## config.mk

```make
export PLATFORM = sky130hd
export DESIGN_NAME = ag_mem_arbiter
export DESIGN_NICKNAME = d
export VERILOG_FILES = /design/src/rtl/ag_mem_arbiter.sv
export SDC_FILE = /design/constraint.sdc
export NUM_CORES = 1
export LEC_CHECK = 0
export CAP_MARGIN = 20
export CORE_UTILIZATION = 42
export DETAILED_ROUTE_END_ITERATION = 10
export PLACE_DENSITY = 0.86
export SYNTH_ARGS = -nofsm -noshare
export SYNTH_HDL_FRONTEND = slang
export SYNTH_SLANG_ARGS = --single-unit
```

## constraint.sdc

```tcl
create_clock -name baseclk -period 2.9 [get_ports baseclk]
set_clock_uncertainty 0.2 [all_clocks]
set_input_delay 0.58 -clock baseclk [delete_from_list [all_inputs] [get_ports baseclk]]
set_output_delay 0.58 -clock baseclk [all_outputs]
set_load 0.05 [all_outputs]
```

## src/rtl/ag_mem_arbiter.sv

```systemverilog
// Shared-memory arbiter for CPU, video and DMA, one access per CYCLE_LEN baseclk periods.
// Define AG_ARB_FAIRNESS_EN so a CPU read that has stalled MAX_STALL cycles is ranked above DMA.
module ag_mem_arbiter #(
    parameter int CYCLE_LEN = 10,
    parameter int ACC_POS   = 5,
    parameter int MAX_STALL = 3
) (
    input  logic        baseclk,
    input  logic        rst,
    input  logic        cpu_req,
    input  logic        cpu_read,
    input  logic [15:0] cpu_ab,
    input  logic [7:0]  cpu_db_out,
    input  logic        vid_req,
    input  logic [15:0] vid_ab,
    input  logic        dma_req,
    input  logic        dma_we,
    input  logic [15:0] dma_ab,
    input  logic [7:0]  dma_dout,
    output logic [15:0] mem_ab,
    output logic [7:0]  mem_dout,
    output logic        mem_we,
    output logic        mem_en,
    input  logic [7:0]  mem_din,
    output logic [2:0]  gnt,
    output logic        cpu_rdy,
    output logic        vid_ack,
    output logic        dma_ack,
    output logic [7:0]  rd_data
);

    localparam int SW = (MAX_STALL < 2) ? 1 : $clog2(MAX_STALL + 1);
    localparam logic [3:0]    LAST    = 4'(CYCLE_LEN - 1);
    localparam logic [3:0]    ACK_PRE = 4'(CYCLE_LEN - 2);
    localparam logic [3:0]    EN_PRE  = 4'(ACC_POS - 1);
    localparam logic [SW-1:0] STC_MAX = SW'(MAX_STALL);

    typedef enum logic [2:0] {
        OWN_NONE = 3'b000,
        OWN_CPU  = 3'b001,
        OWN_VID  = 3'b010,
        OWN_DMA  = 3'b100
    } owner_t;

    logic [3:0]    ctr;
    logic [SW-1:0] stc;
    owner_t        own_d;
    logic [2:0]    gnt_cur;
    logic          cpu_wr;
    logic          cpu_rd;
    logic          cpu_boost;

    always_comb begin
        cpu_wr = cpu_req && !cpu_read;
        cpu_rd = cpu_req && cpu_read;
`ifdef AG_ARB_FAIRNESS_EN
        cpu_boost = cpu_rd && (stc == STC_MAX);
`else
        cpu_boost = 1'b0;
`endif
        own_d = OWN_NONE;
        if (cpu_wr)
            own_d = OWN_CPU;
        else if (vid_req)
            own_d = OWN_VID;
        else if (cpu_boost)
            own_d = OWN_CPU;
        else if (dma_req)
            own_d = OWN_DMA;
        else if (cpu_rd)
            own_d = OWN_CPU;
        // mem_en for ACC_POS==1 is decided on the same edge that registers gnt
        gnt_cur = (ctr == '0) ? own_d : gnt;
    end

    always_ff @(posedge baseclk) begin
        if (!rst) begin
            ctr      <= '0;
            stc      <= '0;
            gnt      <= '0;
            mem_en   <= 1'b0;
            mem_we   <= 1'b0;
            mem_ab   <= '0;
            mem_dout <= '0;
            rd_data  <= '0;
            cpu_rdy  <= 1'b1;
            vid_ack  <= 1'b0;
            dma_ack  <= 1'b0;
        end else begin
            ctr     <= (ctr == LAST) ? '0 : ctr + 4'd1;
            mem_en  <= (ctr == EN_PRE) && (gnt_cur != '0);
            vid_ack <= (ctr == ACK_PRE) && gnt[1];
            dma_ack <= (ctr == ACK_PRE) && gnt[2];

            if (ctr == '0) begin
                gnt <= own_d;
                unique case (own_d)
                    OWN_CPU: begin
                        mem_ab   <= cpu_ab;
                        mem_we   <= cpu_wr;
                        mem_dout <= cpu_wr ? cpu_db_out : '0;
                    end
                    OWN_VID: begin
                        mem_ab   <= vid_ab;
                        mem_we   <= 1'b0;
                        mem_dout <= '0;
                    end
                    OWN_DMA: begin
                        mem_ab   <= dma_ab;
                        mem_we   <= dma_we;
                        mem_dout <= dma_we ? dma_dout : '0;
                    end
                    default: begin
                        mem_ab   <= '0;
                        mem_we   <= 1'b0;
                        mem_dout <= '0;
                    end
                endcase
                cpu_rdy <= !(cpu_rd && (own_d != OWN_CPU));
                // writes are always granted, so a denied request is always a read
                if (!cpu_req || (own_d == OWN_CPU))
                    stc <= '0;
                else if (stc != STC_MAX)
                    stc <= stc + 1'b1;
            end

            if ((ctr == LAST) && (gnt != '0) && !mem_we)
                rd_data <= mem_din;
        end
    end

endmodule
```

# [Yosys cells after proc, flatten, opt, wreduce, memory -nomap -nowiden]
# Cells that the tools add are included.
[word_totals] ff_bits=44 in_bits=79 out_inout_bits=40 word_cells=44
[op_classes] addsub=1 n_eq_ne=7 n_mux=10 bitwise=1 reduce_logical=15
[op_table] operator="16-bit one-hot mux with 3 select lines" n=1
[op_table] operator="8-bit 2-to-1 mux" n=2
[op_table] operator="8-bit one-hot mux with 2 select lines" n=1
[op_table] operator="3-bit 2-to-1 mux" n=4
[op_table] operator="4-bit == test, second input constant" n=2
[op_table] operator="1-bit logical AND" n=8
[op_table] operator="3-bit nonzero test" n=2
[op_table] operator="4-bit by 1-bit adder with 4-bit output, second input constant" n=1
[op_table] operator="4-bit by 3-bit == test with 1-bit output, second input constant" n=1
[op_table] operator="4-bit zero test" n=1
[op_table] operator="3-bit by 1-bit == test with 1-bit output, second input constant" n=1
[op_table] operator="3-bit by 2-bit == test with 1-bit output, second input constant" n=1
[op_table] operator="3-bit == test, second input constant" n=1
[op_table] operator="1-bit zero test" n=3
[op_table] operator="3-bit by 1-bit inequality test with 1-bit output, second input constant" n=1
[op_table] operator="1-bit one-hot mux with 2 select lines" n=1
[op_table] operator="2-bit OR reduction" n=1
[op_table] operator="1-bit 2-to-1 mux" n=1
[op_table] operator="1-bit NOT" n=1

# [Depth between registers and ports, before layout]
[depth] ltp_word=8 depth_mapped=7 ltp_nobuf=5

# [Worst setup path after synthesis]
# OpenSTA, ideal clock, no wires.
[synth_timing] kind="input to register" from="input port dma_req" to="register mem_ab[0]" arrival_ns=1.569 t_required_ns=2.583 path_slack_ns=1.014 stages=6 n_path_buf=3 cell_sequence="buf_2 > o21a_1 > buf_2 > clkbuf_1 > o32ai_1 > a22o_1"
[synth_between] elab_chain_len=5 elab_cells_between_ends=7 classes_between="eq/ne: 3; mux: 4"
[synth_lines] item="from (decl)" line="16" rtl="input logic dma_req,"
[synth_lines] item="3-bit 2-to-1 mux (*)" line="68" rtl="else if (dma_req)"
[synth_lines] item="3-bit 2-to-1 mux (*)" line="64" rtl="else if (vid_req)"
[synth_lines] item="3-bit 2-to-1 mux (*)" line="62" rtl="if (cpu_wr)"
[synth_lines] item="3-bit == test (tied with other cells)" line="97" rtl="unique case (own_d)"
[synth_lines] item="16-bit one-hot mux with 3 select lines (*)" line="97"
[synth_lines] item="to (signal assigned)" line="99" rtl="mem_ab <= cpu_ab;"
[synth_lines] item="to (signal assigned)" line="104" rtl="mem_ab <= vid_ab;"
[synth_lines] item="to (signal assigned)" line="109" rtl="mem_ab <= dma_ab;"
[synth_lines] item="to (decl)" line="20" rtl="output logic [15:0] mem_ab,"
# Every way passes the cells marked *; elsewhere a longest branch is shown, timed or not.
# A chain may end at the register's enable or synchronous reset.

# [Worst setup path after layout]
[layout_timing] from="register gnt[1]" to="output port gnt[1]"
[layout_lines] item="from (decl)" line="25" rtl="output logic [2:0] gnt,"
[layout_lines] item="from (signal assigned)" line="96" rtl="gnt <= own_d;"
# No word-level cell between the ends.

==> impl_metrics.env <==
export IMPL_cts_resized=0
export IMPL_critPathBufInv=1
export IMPL_vias=2343
export IMPL_yosysUniqueCellTypes=31
export IMPL_hold_buffers=0
export IMPL_hold_class="reg2reg"
export IMPL_reg2reg_depth=5
export IMPL_yosysTopAreaCell="dfxtp_1"
export IMPL_fill_cells=398
export IMPL_utilization=0.724
export IMPL_worst_slew_pin_slew_ps=665
export IMPL_max_vdd_ir_drop_mv=0.239
export IMPL_r2r_end="mem_ab[14]$_SDFFE_PN0N_"
export IMPL_path_clk_slew_ps=90
export IMPL_area_delta_synth_final_pct=62.0
export IMPL_async_reset_ff_frac=0
export IMPL_cp_max_fo=4
export IMPL_grt_use_met3=0.0617
export IMPL_gp_congestion=0.836
export IMPL_grt_total_usage=0.246
export IMPL_coreArea_um2=4820
export IMPL_setup_viol=0
export IMPL_hold_viol_final=0
export IMPL_p_per_area_nw_per_um2=490
export IMPL_yosysSeqAreaShare=0.409
export IMPL_r2r_slack_ps=610
export IMPL_synthCells=252
export IMPL_dieHeight_um=73.6
export IMPL_slew_violations=0
export IMPL_timing_rr_start="ctr[0]$_SDFF_PP0_"
export IMPL_n_antenna_cell=0
export IMPL_grt_start_max_net_pins=37
export IMPL_crit_arrival_ps=1530
export IMPL_drc=0
export IMPL_yosys_top_cells_area="dfxtp_1, a21oi_1, a22o_1, o32ai_1, nand2_1"
export IMPL_wl_um=6560
export IMPL_fp_dieArea_um2=5420
export IMPL_worst_setup_path_end_kind="output pin"
export IMPL_synth_nets=334
export IMPL_wl_per_cell_um=15.3
export IMPL_hpwl_um=4730
export IMPL_clkSinkCount=44
export IMPL_min_from="rd_data[5]$_SDFFE_PN0P_"
export IMPL_synth_flop_cell="dfxtp_1"
export IMPL_die_width_um=73.6
export IMPL_io_buffer_count=118
export IMPL_rsz0062_at_grt="no"
export IMPL_start_kind="register"
export IMPL_post_route_period_util=0.798
export IMPL_slowest_delay_ps=840
export IMPL_slowest_stage="clkdlybuf4s50_1"
export IMPL_grt_pass1_vias=2153
export IMPL_min_path_cells=2
export IMPL_path_class="reg2out"
export IMPL_crit_required_ps=2120
export IMPL_root_buffer="clkbuf_8"
export IMPL_rows=25
export IMPL_leakagePower_uw=0.00128
export IMPL_crit_cells=1
export IMPL_final_antenna_net_count=0
export IMPL_outcome="completed"
export IMPL_crit_chain="clkdlybuf4s50_1"
export IMPL_synth_area_um2=2150
export IMPL_use_met1=0.320
export IMPL_finalNetCount=442
export IMPL_avgSynthCellArea_um2=8.55
export IMPL_io_pins=119
export IMPL_yosys_warnings=0
export IMPL_synth_top_area_frac=0.409
export IMPL_drt_iter0_drc=118
export IMPL_grt_met2_usage=0.393
export IMPL_insertion_delay_ps=290
export IMPL_grt_overflow_total=0
export IMPL_grt_pass1_wl_um=10200
export IMPL_htree_levels=2
export IMPL_cts_buffer_depth=2
export IMPL_drt_pass1_iterations=4
export IMPL_viasPerCell=5.47
export IMPL_fmax_mhz=432
export IMPL_slew_headroom=0.556
export IMPL_path_delay_family="buffers and inverters"
export IMPL_maxCapViolations=0
export IMPL_cts_buffers=5
export IMPL_grt_busiest_layer="met2"
export IMPL_cts_tree="done"
export IMPL_cts_setup_buffers=0
export IMPL_fin_crit_ps=2310
export IMPL_hold_end="rd_data[5]$_SDFFE_PN0P_"
export IMPL_setup_tns_final_ps=0
export IMPL_start_util=0.447
export IMPL_synth_edf_count=0
export IMPL_drive_gt1_frac=0.0554
export IMPL_synth_seq_cells=44
export IMPL_antenna_found_initial=0
cell usage after synthesis (2+ instances only):
master,count
a21boi_0,6
a21oi_1,34
a22o_1,16
and3_1,3
and4_1,2
buf_1,3
buf_2,4
buf_6,2
clkbuf_1,16
dfxtp_1,44
ha_1,3
inv_1,2
mux2i_1,8
nand2_1,36
nand2b_1,3
nand3_1,2
nand3b_1,3
nand4_1,8
nor2_1,2
nor2b_1,19
o21ai_0,11
o32ai_1,16
state kept, by name, summed over array words and instances, names as in the netlist:
register and flops:
cpu_rdy 1, ctr 4, dma_ack 1, gnt 3
mem_ab 16, mem_dout 8, mem_en 1, mem_we 1
rd_data 8, vid_ack 1
per-stage QoR:
stage               area (um^2)  cells  hold slack [ps]  setup slack, ps  total power, uW
floorplan                  2150    252              317             1010              997
global placement           3370    420              242              493             1220
detailed placement         3370    420              249              428             1220
CTS                        3490    428              263              576             1720
global route               3490    428              287              453             1780
finish                     3490    428              261              586             1710
cells by family after synthesis:
| kind of cell | Yosys count | synth area share |
|---|---|---|
| muxes | 8 | 0.0372 |
| DFF | 44 | 0.409 |
| and+or+nand+nor | 85 | 0.216 |
| AOI/OAI and AO/OA | 85 | 0.264 |
| buffers and inverters | 27 | 0.0563 |
| adders and majority gates | 3 | 0.0174 |
cell type report:
type | instances | area [um^2] | share of cell area
inverter | 2 | 7.51 | 0.00215
sequential | 44 | 881 | 0.252
tap | 67 | 83.8 | 0.0240
multi-input combinational | 181 | 1150 | 0.331
clock buffer | 6 | 82.6 | 0.0237
clock inverter | 2 | 38.8 | 0.0111
timing repair buffer | 126 | 1240 | 0.356
placed cells by master, fill, tap and decap left out, types with 3 or more instances in the layout:
cell / count
clkdlybuf4s50_1: 118
nand2b_1: 3
mux2i_1: 8
nand2_1: 36
ha_1: 3
and3_1: 3
a21oi_1: 34
a21boi_0: 6
o32ai_1: 16
buf_4: 8
a22o_1: 16
nand4_1: 8
o21ai_0: 11
nor2b_1: 18
clkbuf_8: 6
nand3b_1: 3
dfxtp_1: 44
where the power goes:
| group | switching (uW) | total (uW) | internal, uW |
|---|---|---|---|
| Sequential | 31.8 | 681 | 650 |
| Combinational | 296 | 534 | 238 |
| Clock | 214 | 496 | 282 |
per-layer routing:
layer / vias up / routed length, um
li1: 1128 / -
met1: 1083 / 2740
met2: 121 / 3160
met3: 11 / 549
met4: 0 / 119
met5: - / 0
how the worst max path moves through the flow:
stage / start / end
detailed placement: vid_req / mem_ab[9]$_SDFFE_PN0N_
global route: ctr[0]$_SDFF_PP0_ / mem_ab[1]$_SDFFE_PN0N_
CTS: mem_we$_SDFFE_PN0N_ / mem_we
finish: gnt[1]$_SDFF_PN0_ / gnt[1]
floorplan: dma_req / mem_ab[0]$_SDFFE_PN0N_
global placement: vid_req / mem_ab[9]$_SDFFE_PN0N_
No activity file was read; power rests on OpenSTA's default activity.
